--- config.mk ---
export PLATFORM = sky130hd
export DESIGN_NAME = t9990_timing
export DESIGN_NICKNAME = d
export VERILOG_FILES = /design/src/rtl/t9990_timing.sv
export SDC_FILE = /design/constraint.sdc
export NUM_CORES = 1
export LEC_CHECK = 0
export ABC_AREA = 0
export BUFFER_PORTS_ARGS = -buffer_cell sky130_fd_sc_hd__buf_4
export CELL_PAD_IN_SITES_DETAIL_PLACEMENT = 1
export CELL_PAD_IN_SITES_GLOBAL_PLACEMENT = 1
export CORE_AREA = 5 5 78 80
export CTS_BUF_LIST = sky130_fd_sc_hd__clkbuf_8 sky130_fd_sc_hd__clkbuf_16
export DETAILED_ROUTE_END_ITERATION = 8
export DIE_AREA = 0 0 83 85
export MAX_ROUTING_LAYER = met4
export PLACE_DENSITY_LB_ADDON = 0.1
export SLEW_MARGIN = 20
export SYNTH_ARGS = -nofsm -noshare
export SYNTH_HDL_FRONTEND = slang
export SYNTH_SLANG_ARGS = --single-unit
--- constraint.sdc ---
create_clock -name CLK -period 5.45 [get_ports CLK]
set_input_delay 1.09 -clock CLK [delete_from_list [all_inputs] [get_ports CLK]]
set_output_delay 1.09 -clock CLK [all_outputs]
set_load 0.05 [all_outputs]
--- src/rtl/t9990_timing.sv ---
// t9990_timing
// Horizontal/vertical timing generator for the tiny9990 video path.
// Counts dots and lines on qualified dot-clock enables and decodes sync,
// display-enable and frame/line strobes for the pixel pipeline and the
// interrupt logic.
//
// Ports:
//   CLK          in   system clock
//   RESET        in   synchronous reset, active high
//   DCLK_EN      in   dot-clock enable, one CLK-wide pulse per dot
//   TG_EN        in   timing-generator enable, low while the dot clock re-syncs
//   RESO [2:0]   in   resolution code (B1..B4 supported, B5/B6 held off)
//   HCNT [9:0]   out  dot counter within the line
//   VCNT [8:0]   out  line counter within the frame
//   HSYNC_n      out  horizontal sync, active low
//   VSYNC_n      out  vertical sync, active low
//   DISP_EN      out  high inside the active area
//   LINE_START   out  one-CLK pulse when HCNT becomes 0
//   FRAME_START  out  one-CLK pulse when HCNT/VCNT become 0/0
//   VBLANK_START out  one-CLK pulse when HCNT/VCNT become 0/V_ACTIVE
module t9990_timing #(
  parameter int unsigned V_TOTAL  = 262,
  parameter int unsigned V_ACTIVE = 212,
  parameter int unsigned VS_START = 234,
  parameter int unsigned VS_WIDTH = 3
) (
  input  logic       CLK,
  input  logic       RESET,
  input  logic       DCLK_EN,
  input  logic       TG_EN,
  input  logic [2:0] RESO,
  output logic [9:0] HCNT,
  output logic [8:0] VCNT,
  output logic       HSYNC_n,
  output logic       VSYNC_n,
  output logic       DISP_EN,
  output logic       LINE_START,
  output logic       FRAME_START,
  output logic       VBLANK_START
);

  localparam logic [2:0] RESO_B1 = 3'd0;
  localparam logic [2:0] RESO_B2 = 3'd1;
  localparam logic [2:0] RESO_B3 = 3'd2;
  localparam logic [2:0] RESO_B4 = 3'd3;

  localparam logic [8:0] V_LAST_C   = 9'(V_TOTAL - 1);
  localparam logic [8:0] V_ACTIVE_C = 9'(V_ACTIVE);
  localparam logic [8:0] VS_START_C = 9'(VS_START);
  localparam logic [8:0] VS_END_C   = 9'(VS_START + VS_WIDTH);

  typedef enum logic [1:0] {
    ST_IDLE = 2'd0,
    ST_RUN  = 2'd1,
    ST_HOLD = 2'd2
  } state_t;

  // Horizontal geometry; last = H_TOTAL-1, hs_end = HS_START+HS_WIDTH.
  typedef struct packed {
    logic [9:0] last;
    logic [9:0] active;
    logic [9:0] hs_start;
    logic [9:0] hs_end;
  } h_timing_t;

  function automatic h_timing_t h_timing(input logic [2:0] mode);
    h_timing_t t;
    case (mode)
      RESO_B1: t = '{last: 10'd341, active: 10'd256, hs_start: 10'd270, hs_end: 10'd295};
      RESO_B2: t = '{last: 10'd454, active: 10'd384, hs_start: 10'd405, hs_end: 10'd438};
      RESO_B3: t = '{last: 10'd683, active: 10'd512, hs_start: 10'd540, hs_end: 10'd590};
      RESO_B4: t = '{last: 10'd909, active: 10'd768, hs_start: 10'd810, hs_end: 10'd877};
      default: t = '{last: 10'd341, active: 10'd256, hs_start: 10'd270, hs_end: 10'd295};
    endcase
    return t;
  endfunction

  function automatic logic reso_supported(input logic [2:0] reso);
    logic ok;
    case (reso)
      RESO_B1, RESO_B2, RESO_B3, RESO_B4: ok = 1'b1;
      default:                            ok = 1'b0;
    endcase
    return ok;
  endfunction

  state_t     state_r, state_s;
  logic [2:0] mode_r, mode_s;
  logic       started_r, started_s;
  logic [9:0] hcnt_r, hcnt_s;
  logic [8:0] vcnt_r, vcnt_s;
  logic       hsync_n_r, hsync_n_s;
  logic       vsync_n_r, vsync_n_s;
  logic       disp_r, disp_s;
  logic       line_r, line_s;
  logic       frame_r, frame_s;
  logic       vblank_r, vblank_s;
  h_timing_t  timing_s;

  // Next-state, next-counter and output decode from the next counter value.
  always_comb begin
    state_s   = state_r;
    mode_s    = mode_r;
    started_s = started_r;
    hcnt_s    = hcnt_r;
    vcnt_s    = vcnt_r;
    line_s    = 1'b0;
    frame_s   = 1'b0;
    vblank_s  = 1'b0;
    timing_s  = h_timing(mode_r);

    if (!TG_EN) begin
      // Dot clock is re-syncing: drop everything, even mid-frame.
      state_s   = ST_IDLE;
      started_s = 1'b0;
      hcnt_s    = 10'd0;
      vcnt_s    = 9'd0;
    end else begin
      case (state_r)
        ST_IDLE: begin
          started_s = 1'b0;
          hcnt_s    = 10'd0;
          vcnt_s    = 9'd0;
          mode_s    = RESO;
          if (reso_supported(RESO)) begin
            state_s = ST_RUN;
          end else begin
            state_s = ST_HOLD;
          end
        end
        ST_HOLD: begin
          started_s = 1'b0;
          hcnt_s    = 10'd0;
          vcnt_s    = 9'd0;
          mode_s    = RESO;
          if (reso_supported(RESO)) begin
            state_s = ST_IDLE;
          end else begin
            state_s = ST_HOLD;
          end
        end
        ST_RUN: begin
          if (DCLK_EN) begin
            if (!started_r) begin
              // First dot after entering RUN is the frame origin itself.
              started_s = 1'b1;
              hcnt_s    = 10'd0;
              vcnt_s    = 9'd0;
              line_s    = 1'b1;
              frame_s   = 1'b1;
            end else if (hcnt_r == timing_s.last) begin
              hcnt_s = 10'd0;
              line_s = 1'b1;
              if (vcnt_r == V_LAST_C) begin
                // Frame wrap: the only point where a new RESO takes effect.
                vcnt_s = 9'd0;
                mode_s = RESO;
                if (reso_supported(RESO)) begin
                  frame_s = 1'b1;
                end else begin
                  state_s   = ST_HOLD;
                  started_s = 1'b0;
                  line_s    = 1'b0;
                end
              end else begin
                vcnt_s   = vcnt_r + 9'd1;
                vblank_s = ((vcnt_r + 9'd1) == V_ACTIVE_C);
              end
            end else begin
              hcnt_s = hcnt_r + 10'd1;
            end
          end else begin
            hcnt_s = hcnt_r;
            vcnt_s = vcnt_r;
          end
        end
        default: begin
          state_s   = ST_IDLE;
          started_s = 1'b0;
          hcnt_s    = 10'd0;
          vcnt_s    = 9'd0;
        end
      endcase
    end

    // Decode uses the pre-wrap mode even on the wrap dot; at HCNT=0 every
    // mode decodes identically, so the new table is in force from HCNT=0.
    if ((state_s == ST_RUN) && started_s) begin
      disp_s    = (hcnt_s < timing_s.active) && (vcnt_s < V_ACTIVE_C);
      hsync_n_s = !((hcnt_s >= timing_s.hs_start) && (hcnt_s < timing_s.hs_end));
      vsync_n_s = !((vcnt_s >= VS_START_C) && (vcnt_s < VS_END_C));
    end else begin
      disp_s    = 1'b0;
      hsync_n_s = 1'b1;
      vsync_n_s = 1'b1;
    end
  end

  // State, counter and registered-output update.
  always_ff @(posedge CLK) begin
    if (RESET) begin
      state_r   <= ST_IDLE;
      mode_r    <= RESO_B1;
      started_r <= 1'b0;
      hcnt_r    <= 10'd0;
      vcnt_r    <= 9'd0;
      hsync_n_r <= 1'b1;
      vsync_n_r <= 1'b1;
      disp_r    <= 1'b0;
      line_r    <= 1'b0;
      frame_r   <= 1'b0;
      vblank_r  <= 1'b0;
    end else begin
      state_r   <= state_s;
      mode_r    <= mode_s;
      started_r <= started_s;
      hcnt_r    <= hcnt_s;
      vcnt_r    <= vcnt_s;
      hsync_n_r <= hsync_n_s;
      vsync_n_r <= vsync_n_s;
      disp_r    <= disp_s;
      line_r    <= line_s;
      frame_r   <= frame_s;
      vblank_r  <= vblank_s;
    end
  end

  assign HCNT         = hcnt_r;
  assign VCNT         = vcnt_r;
  assign HSYNC_n      = hsync_n_r;
  assign VSYNC_n      = vsync_n_r;
  assign DISP_EN      = disp_r;
  assign LINE_START   = line_r;
  assign FRAME_START  = frame_r;
  assign VBLANK_START = vblank_r;

endmodule

==> out/results.tsv, run 1 <==
stage	metric	value	unit
layout	Antenna diodes	0	
layout	layout cells sized above 1	16.6	%
placed_design	RePlAce Congestion	0.912	
clock_network	# hold bufs at CTS	0	
logic_synthesis	Post-synth EDFFs	0	
floorplanning	core area	5340	sq um
sta	Tightest Pin Transition	668	ps
floorplanning	Die ar.	7060	sq um
sta	minimum clock period	3890	ps
worst_setup_path	Crit. Startpoint	mode_r[1]	
placed_design	Placed Instances	383	
routing	DRC violations left	0	
power	Leakage	1.07	nW
sta	max_slew headroom	55.4	%
run_status	outcome	finished clean	
logic_synthesis	Synth cell types	64	
worst_setup_path	reg-to-reg slack, setup	1560	ps
logic_synthesis	post-synthesis sequential area ratio	26.5	%
grt	vias in the first global route	2337	
sta	Layout Skew	4.05	ps
placed_design	I/O Buffers	31	
logic_synthesis	Synth Area in Compound Gates	21.0	%
floorplanning	Die Y	85	microns
worst_setup_path	kind of critical path	reg2reg	
routing	WL final	7550	microns
sta	Fin. Hold Viols	0	
logic_synthesis	mux contribution to synthesized area	2.83	%
power	PwrDens	188	nW/um^2
clock_network	post-CTS repair timing setup buffer count	0	
clock_network	post_cts resized	0	
layout	Final Non-Filler Cells	391	
clock_network	number of buffers created by CTS	5	
worst_setup_path	FF-to-FF Start	mode_r[1]	
floorplanning	initial core utilization	43.9	%
logic_synthesis	synth cell count leaders	34 x nor2_1, 31 x dfxtp_1, 26 x nand2_1, 19 x ha_1, 16 x inv_1	
worst_setup_path	reg2reg path depth	13	
grt	Overflow after GRT	0	
worst_setup_path	critical path arrival	4120	ps
worst_setup_path	CP most frequent cell	a21o_1	
routing	drt first-iter violations	237	
floorplanning	Die Width	83	microns
sta	Final period util	71.3	%
worst_setup_path	CP Cell Sequence	nor3b_2 > mux2i_2 > o2111ai_1 > nand2_1 > o22a_1 > ha_1 > nand2b_1 > a21o_1 > a21o_1 > a21o_1 > a21o_1 > a2111oi_2 > a311o_1	
layout	net total in the final layout	344	
job	maxcap violations	0	
routing	DR vias/cell	6.11	
sta	RSZ-0062 raised after global routing	no	
logic_synthesis	Simple-Gate Fraction of Synth Area	32.0	%
worst_setup_path	CP Launch Type	register	
placed_design	Place WS	1390	ps
layout	area grow syn2layout	16.4	%
hold_path	min-delay worst type	reg2reg	
logic_synthesis	post-synthesis register bit count	31	
worst_setup_path	CP max stage delay	520	ps
worst_setup_path	Critical path destination	HSYNC_n	
clock_network	Clk Latency, worst-skew pair	290	ps
grt	first-pass GRT wire length	12500	microns
logic_synthesis	area leader, netlist	dfxtp_1	
clock_network	clock sinks	31	
worst_setup_path	Worst setup EP type	register	
power	worst vdd ir	83.7	uV
logic_synthesis	Synth Area in XOR/XNOR	2.61	%
routing	DR pass1 iterations	4	
worst_setup_path	CP required	5680	ps
floorplanning	row count	27	
worst_setup_path	reg2reg end	HSYNC_n	
logic_synthesis	main combinational cell family by area after synthesis	simple AND/OR/NAND/NOR gates	
logic_synthesis	Post-Syn Area per Cell	8.00	sq um
logic_synthesis	Mapped Nets	319	
logic_synthesis	top_reg_cell synth	dfxtp_1	
logic_synthesis	cell count after synthesis	293	
worst_setup_path	Max FO, Critical Path	9	
sta	setup ws final	1560	ps
clock_network	clk buf depth	2	
logic_synthesis	Synth Area in Adders	10.1	%
sta	max-slew violation count	0	
clock_network	CTS tree	yes	
clock_network	CTS root buf	clkbuf_8	
routing	via count	2389	
floorplanning	I/O pins	32	
clock_network	H-tree depth	2	
sta	Fmax achieved	257	MHz
sta	setup TNS	0	ps
grt	initial antenna violation count	0	
logic_synthesis	Ys Warns	0	
placed_design	DP Wirelength	5670	microns
logic_synthesis	most common cell in the netlist	nor2_1	
grt	largest net degree at the start of global routing	18	
sta	Final Setup Violations	0	
logic_synthesis	Synth area leaders	dfxtp_1 26%, ha_1 10%, nor2_1 5.4%, nand2_1 4.2%, nor3_1 2.8%	
routing	WL/cell	19.3	microns
routing	Final ANT Viol Nets	0	
logic_synthesis	ys async rst share	0	%
worst_setup_path	critical path's slowest cell	nor3b_2	
logic_synthesis	post-synth top area share	26.5	%
grt	total track usage	22.7	%
logic_synthesis	synthesized area	2340	sq um
clock_network	Clk pin slew, worst setup/hold paths	70	ps
metrics by stage:
stage	cell area [sq um]	utilization, %	power [mW]	hold WS (ps)
4_1_cts	2730	51.1	0.518	490
6_report	2730	51.1	0.513	487
3_5_place_dp	2610	48.9	0.276	484
5_1_grt	2730	51.1	0.533	531
2_1_floorplan	2340	-	0.263	441
3_3_place_gp	2610	48.9	0.275	482
where the power goes:
part,switching (mW),internal (mW)
clock network,0.0940,0.148
registers,0.00402,0.229
logic,0.0245,0.0138
placed cells by master, fill, tap and decap left out, drive strengths merged, types with 2 or more instances in the layout:
master and n:
a21o 5, nand3 10, or3 2, ha 19, a21oi 9, nand2b 6, xnor2 2, o31ai 3
or3b 2, o21a 2, nor2b 4, o21ai 9, a32oi 2, nor4b 2, nor3b 4, or4 2
nand3b 4, mux2i 4, nand2 26, nor3 14, nor2 34, xor2 5, a211oi 5, and2 3
clkbuf 6, a31o 2, dfxtp 31, inv 16, and3 6, nor4 6, nand4b 4, a2111oi 3
a22oi 2, buf 31, mux2 2, nand4 4, o2111ai 3, o311a 2, a31oi 5
critical path: cells and delay by family, from the launching register on:
family,cells,cell delay (ps)
mux,1,370
flops,1,480
simple gates,3,940
fa+ha+maj,1,240
compound gates,8,1810
registers in the layout (all words and copies together), names as in the netlist:
register,flops
DISP_EN,1
FRAME_START,1
HCNT,10
HSYNC_n,1
LINE_START,1
VBLANK_START,1
VCNT,9
VSYNC_n,1
mode_r,3
started_r,1
state_r,2
cell families after synthesis:
group                    after synthesis
adder cells (fa/ha/maj)               19
buffers and inverters                 29
AO/OA/AOI/OAI                         63
multiplexers                           6
flip-flops                            31
XOR/XNOR                               7
AND/OR/NAND/NOR                      138
final cells by class:
class / count / area [sq um]
Fill cell: 705 / 2610
Multi-Input combinational cell: 233 / 1610
Sequential cell: 31 / 621
Timing Repair Buffer: 31 / 233
Tap cell: 72 / 90.1
Clock buffer: 6 / 82.6
Inverter: 16 / 60.1
Clock inverter: 2 / 35.0
routing by layer:
layer  track usage (%)  wire length (microns)  vias up
met5                 -                      0        -
met4              5.79                    135        0
met3              4.56                    282       11
met2              33.7                   3380       60
met1              31.4                   3750     1178
li1                  -                      -     1140
worst min path at each step:
stage / from / endpoint / cells past startpoint
floorplan: state_r[1] / state_r[0] / 1
detailed placement: state_r[1] / state_r[0] / 1
CTS: state_r[1] / state_r[0] / 1
finish: state_r[1] / state_r[0] / 1
global route: state_r[1] / state_r[0] / 1
global placement: state_r[1] / state_r[0] / 1
No activity file was read; power rests on OpenSTA's default activity.
==> run 2, diff against run 1 <==
--- a/config.mk
+++ b/config.mk
@@ -5,14 +5,14 @@
 export SDC_FILE = /design/constraint.sdc
 export NUM_CORES = 1
 export LEC_CHECK = 0
-export ABC_AREA = 0
+export ABC_AREA = 1
 export BUFFER_PORTS_ARGS = -buffer_cell sky130_fd_sc_hd__buf_4
 export CELL_PAD_IN_SITES_DETAIL_PLACEMENT = 1
 export CELL_PAD_IN_SITES_GLOBAL_PLACEMENT = 1
-export CORE_AREA = 5 5 78 80
+export CORE_AREA = 5 5 85 87
 export CTS_BUF_LIST = sky130_fd_sc_hd__clkbuf_8 sky130_fd_sc_hd__clkbuf_16
 export DETAILED_ROUTE_END_ITERATION = 8
-export DIE_AREA = 0 0 83 85
+export DIE_AREA = 0 0 90 92
 export MAX_ROUTING_LAYER = met4
 export PLACE_DENSITY_LB_ADDON = 0.1
 export SLEW_MARGIN = 20
==> constraint.sdc (replaced) <==
create_clock -name CLK -period 3.65 [get_ports CLK]
set_input_delay 0.73 -clock CLK [delete_from_list [all_inputs] [get_ports CLK]]
set_output_delay 0.73 -clock CLK [all_outputs]
set_load 0.05 [all_outputs]
==> run 2 against run 1 <==
Hold slack better by 8.2 ps. Area after synthesis up 4.7%. Synthesized cell count rose by 36%. Power grew 58%. Global-route usage down 1.8 points. Sequential share of layout area down 1.2 points. Worst setup slack got worse by 1200 ps. Highest routed layer unchanged.
==> out/results.tsv, run 2 <==
stage	metric	value	unit	change
run_status	outcome	finished clean		unchanged
clock_network	Clk pin slew, worst setup/hold paths	70	ps	about the same
worst_setup_path	Worst setup EP type	register		unchanged
routing	DR pass1 iterations	4		unchanged
sta	Fmax achieved	300	MHz	was 257 MHz
worst_setup_path	critical path's slowest cell	dfxtp_1		was nor3b_2
logic_synthesis	Synth area leaders	dfxtp_1 25%, nand2_1 16%, nor2_1 9.8%, ha_1 9.7%, inv_1 8.3%		was dfxtp_1 26%, ha_1 10%, nor2_1 5.4%, nand2_1 4.2%, nor3_1 2.8%
layout	most common cell after layout, fill and taps aside	nand2_1		was nor2_1
layout	Antenna diodes	0		unchanged
power	Comb pwr share	10.7	%	was 7.5%
grt	Overflow after GRT	0		unchanged
routing	DRC violations left	0		unchanged
logic_synthesis	top_reg_cell synth	dfxtp_1		unchanged
layout	max reg flops	10		unchanged
placed_design	I/O Buffers	31		unchanged
worst_setup_path	CP Cell Sequence	nand3_2 > nand2_1 > nand2_1 > nand2_1 > nor2_2 > nand2_2 > nand2_1 > o32ai_1 > inv_1 > nor2_1 > ha_1 > nand2_1 > inv_1 > a221oi_1 > o2111a_1 > nand2_1 > a21oi_1 > nand2_1		was nor3b_2 > mux2i_2 > o2111ai_1 > nand2_1 > o22a_1 > ha_1 > nand2b_1 > a21o_1 > a21o_1 > a21o_1 > a21o_1 > a2111oi_2 > a311o_1
sta	Final Setup Violations	0		unchanged
power	Sw Ratio	27.0	%	was 23.9%
floorplanning	initial core utilization	39.1	%	was 43.9%
power	PwrDens	281	nW/um^2	was 188 nW/um^2
grt	total track usage	20.8	%	was 22.7%
clock_network	# hold bufs at CTS	0		unchanged
grt	vias in the first global route	2733		was 2337
sta	setup TNS	0	ps	unchanged
power	net switching power	219	uW	was 123 uW
clock_network	post_cts resized	0		unchanged
clock_network	clock sinks	31		unchanged
grt	global route hottest layer	met2		unchanged
grt	first-pass GRT wire length	13600	microns	was 12500 microns
sta	max_slew headroom	71.4	%	was 55.4%
floorplanning	I/O pins	32		unchanged
logic_synthesis	post-synthesis register bit count	31		unchanged
grt	met3 usage	5.07	%	was 4.56%
sta	minimum clock period	3330	ps	was 3890 ps
worst_setup_path	Buf+Inv Stages, Crit Path	2		was 0
clock_network	post-CTS repair timing setup buffer count	0		unchanged
routing	Final ANT Viol Nets	0		unchanged
logic_synthesis	Synth cell types	38		was 64
logic_synthesis	post-synth top area share	25.3	%	was 26.5%
layout	area grow syn2layout	17.3	%	was 16.4%
job	maxcap violations	0		unchanged
clock_network	clk buf depth	2		unchanged
layout	layout cells sized above 1	13.7	%	was 16.6%
sta	Final period util	91.2	%	was 71.3%
layout	net total in the final layout	455		was 344
hold_path	min-delay worst type	reg2reg		unchanged
routing	WL final	8190	microns	was 7550 microns
worst_setup_path	CP most frequent cell	nand2_1		was a21o_1
grt	initial antenna violation count	0		unchanged
floorplanning	row count	29		was 27
logic_synthesis	area leader, netlist	dfxtp_1		unchanged
placed_design	Place WS	348	ps	was 1390 ps
layout	Core Util, Final	45.9	%	was 51.1%
routing	drt first-iter violations	122		was 237
power	worst vdd ir	149	uV	was 83.7 uV
logic_synthesis	most common cell in the netlist	nand2_1		was nor2_1
grt	met2 Usage GRT	30.2	%	was 33.7%
worst_setup_path	CP max stage delay	450	ps	was 520 ps
floorplanning	Die ar.	8280	sq um	was 7060 sq um
placed_design	Placed Instances	499		was 383
worst_setup_path	kind of critical path	reg2reg		unchanged
sta	RSZ-0062 raised after global routing	no		unchanged
routing	via count	2618		was 2389
sta	Tightest Pin Transition	425	ps	was 668 ps
placed_design	DP Wirelength	6480	microns	was 5670 microns
logic_synthesis	cell count after synthesis	398		was 293
logic_synthesis	Post-Syn Area per Cell	6.17	sq um	was 8.00 sq um
layout	commonest non-fill, non-tap cells in the layout	102 x nand2_1, 64 x nor2_1, 54 x inv_1, 34 x buf_4, 31 x dfxtp_1		was 34 x nor2_1, 31 x dfxtp_1, 31 x buf_4, 26 x nand2_1, 19 x ha_1
logic_synthesis	synth cell count leaders	102 x nand2_1, 64 x nor2_1, 54 x inv_1, 31 x dfxtp_1, 30 x nand3_1		was 34 x nor2_1, 31 x dfxtp_1, 26 x nand2_1, 19 x ha_1, 16 x inv_1
placed_design	RePlAce Congestion	0.921		was 0.912
logic_synthesis	Ys Warns	0		unchanged
floorplanning	core area	6280	sq um	was 5340 sq um
power	Leakage	1.35	nW	was 1.07 nW
clock_network	number of buffers created by CTS	5		unchanged
sta	setup ws final	320	ps	was 1560 ps
worst_setup_path	critical path arrival	3520	ps	was 4120 ps
logic_synthesis	ys async rst share	0	%	unchanged
grt	met1 Use GR	28.4	%	was 31.4%
logic_synthesis	Post-synth EDFFs	0		unchanged
layout	Final Non-Filler Cells	507		was 391
sta	Fin. Hold Viols	0		unchanged
power	Int Pwr	590	uW	was 391 uW
worst_setup_path	CP Launch Type	register		unchanged
grt	largest net degree at the start of global routing	22		was 18
clock_network	CTS root buf	clkbuf_8		unchanged
sta	Layout Skew	12.1	ps	was 4.05 ps
worst_setup_path	Max FO, Critical Path	13		was 9
floorplanning	Die Y	92	microns	was 85 microns
power	sequential cell fraction of total power	43.0	%	was 45.4%
floorplanning	Die Width	90	microns	was 83 microns
sta	max-slew violation count	0		unchanged
clock_network	Clk Latency, worst-skew pair	300	ps	was 290 ps
clock_network	H-tree depth	2		unchanged
clock_network	CTS tree	yes		unchanged
routing	DR vias/cell	5.16		was 6.11
worst_setup_path	delay-heaviest family, CP	simple AND/OR/NAND/NOR gates		was compound AO/OA/AOI/OAI gates
logic_synthesis	post-synthesis sequential area ratio	25.3	%	was 26.5%
routing	WL/cell	16.1	microns	was 19.3 microns
power	Clk pwr share	46.3	%	was 47.2%
logic_synthesis	Mapped Nets	424		was 319
worst_setup_path	CP required	3840	ps	was 5680 ps
logic_synthesis	synthesized area	2450	sq um	was 2340 sq um
-- run 2: worst reg2reg max path, cell delays in order (launching register included) --
cell	delay [ps]
dfxtp_1	450
nand3_2	190
nand2_1	160
nand2_1	110
nand2_1	100
nor2_2	50
nand2_2	210
nand2_1	250
o32ai_1	280
inv_1	110
nor2_1	160
ha_1	270
nand2_1	90
inv_1	60
a221oi_1	300
o2111a_1	220
nand2_1	50
a21oi_1	110
nand2_1	60
-- run 2: power groups by stage --
stage	logic (mW)	registers [mW]	clock network (mW)
finish	0.0868	0.348	0.375
global route	0.0979	0.348	0.395
CTS	0.0868	0.347	0.383
detailed placement	0.0866	0.355	0
global placement	0.0844	0.355	0
floorplan	0.0540	0.357	0
-- run 2: final timing paths --
path	depth (start not counted)	start	slack, ps	endpoint
max	18	mode_r[0]	320	HSYNC_n
min	2	mode_r[2]	500	mode_r[2]
max reg2reg	18	mode_r[0]	320	HSYNC_n
min reg2reg	2	mode_r[2]	500	mode_r[2]
-- run 2: per-layer routing --
metal	vias up	wire length, microns	part of all wire, %
li1	1329	-	-
met1	1227	4180	51
met2	51	3440	42
met3	11	407	5.0
met4	0	165	2.0
met5	-	0	0
-- run 2: layout make-up --
cell class | instances | area [sq um]
Clock buffer | 6 | 82.6
Clock inverter | 2 | 35.0
Fill cell | 875 | 3400
Inverter | 59 | 221
Multi-Input combinational cell | 298 | 1570
Sequential cell | 31 | 621
Tap cell | 77 | 96.3
Timing Repair Buffer | 34 | 255
-- run 2: kinds of logic after synthesis --
kind of cell	synth area share [%]
buf+inv	10.9
compound gates	12.4
xor+xnor	3.92
simple gates	37.8
fa+ha+maj	9.68
flops	25.3
-- run 2: per-stage QoR --
step	area (sq um)	hold slack, ps	total power, mW
CTS	2880	494	0.817
global route	2880	530	0.842
finish	2880	495	0.809
floorplan	2450	458	0.411
detailed placement	2760	487	0.442
global placement	2760	483	0.439
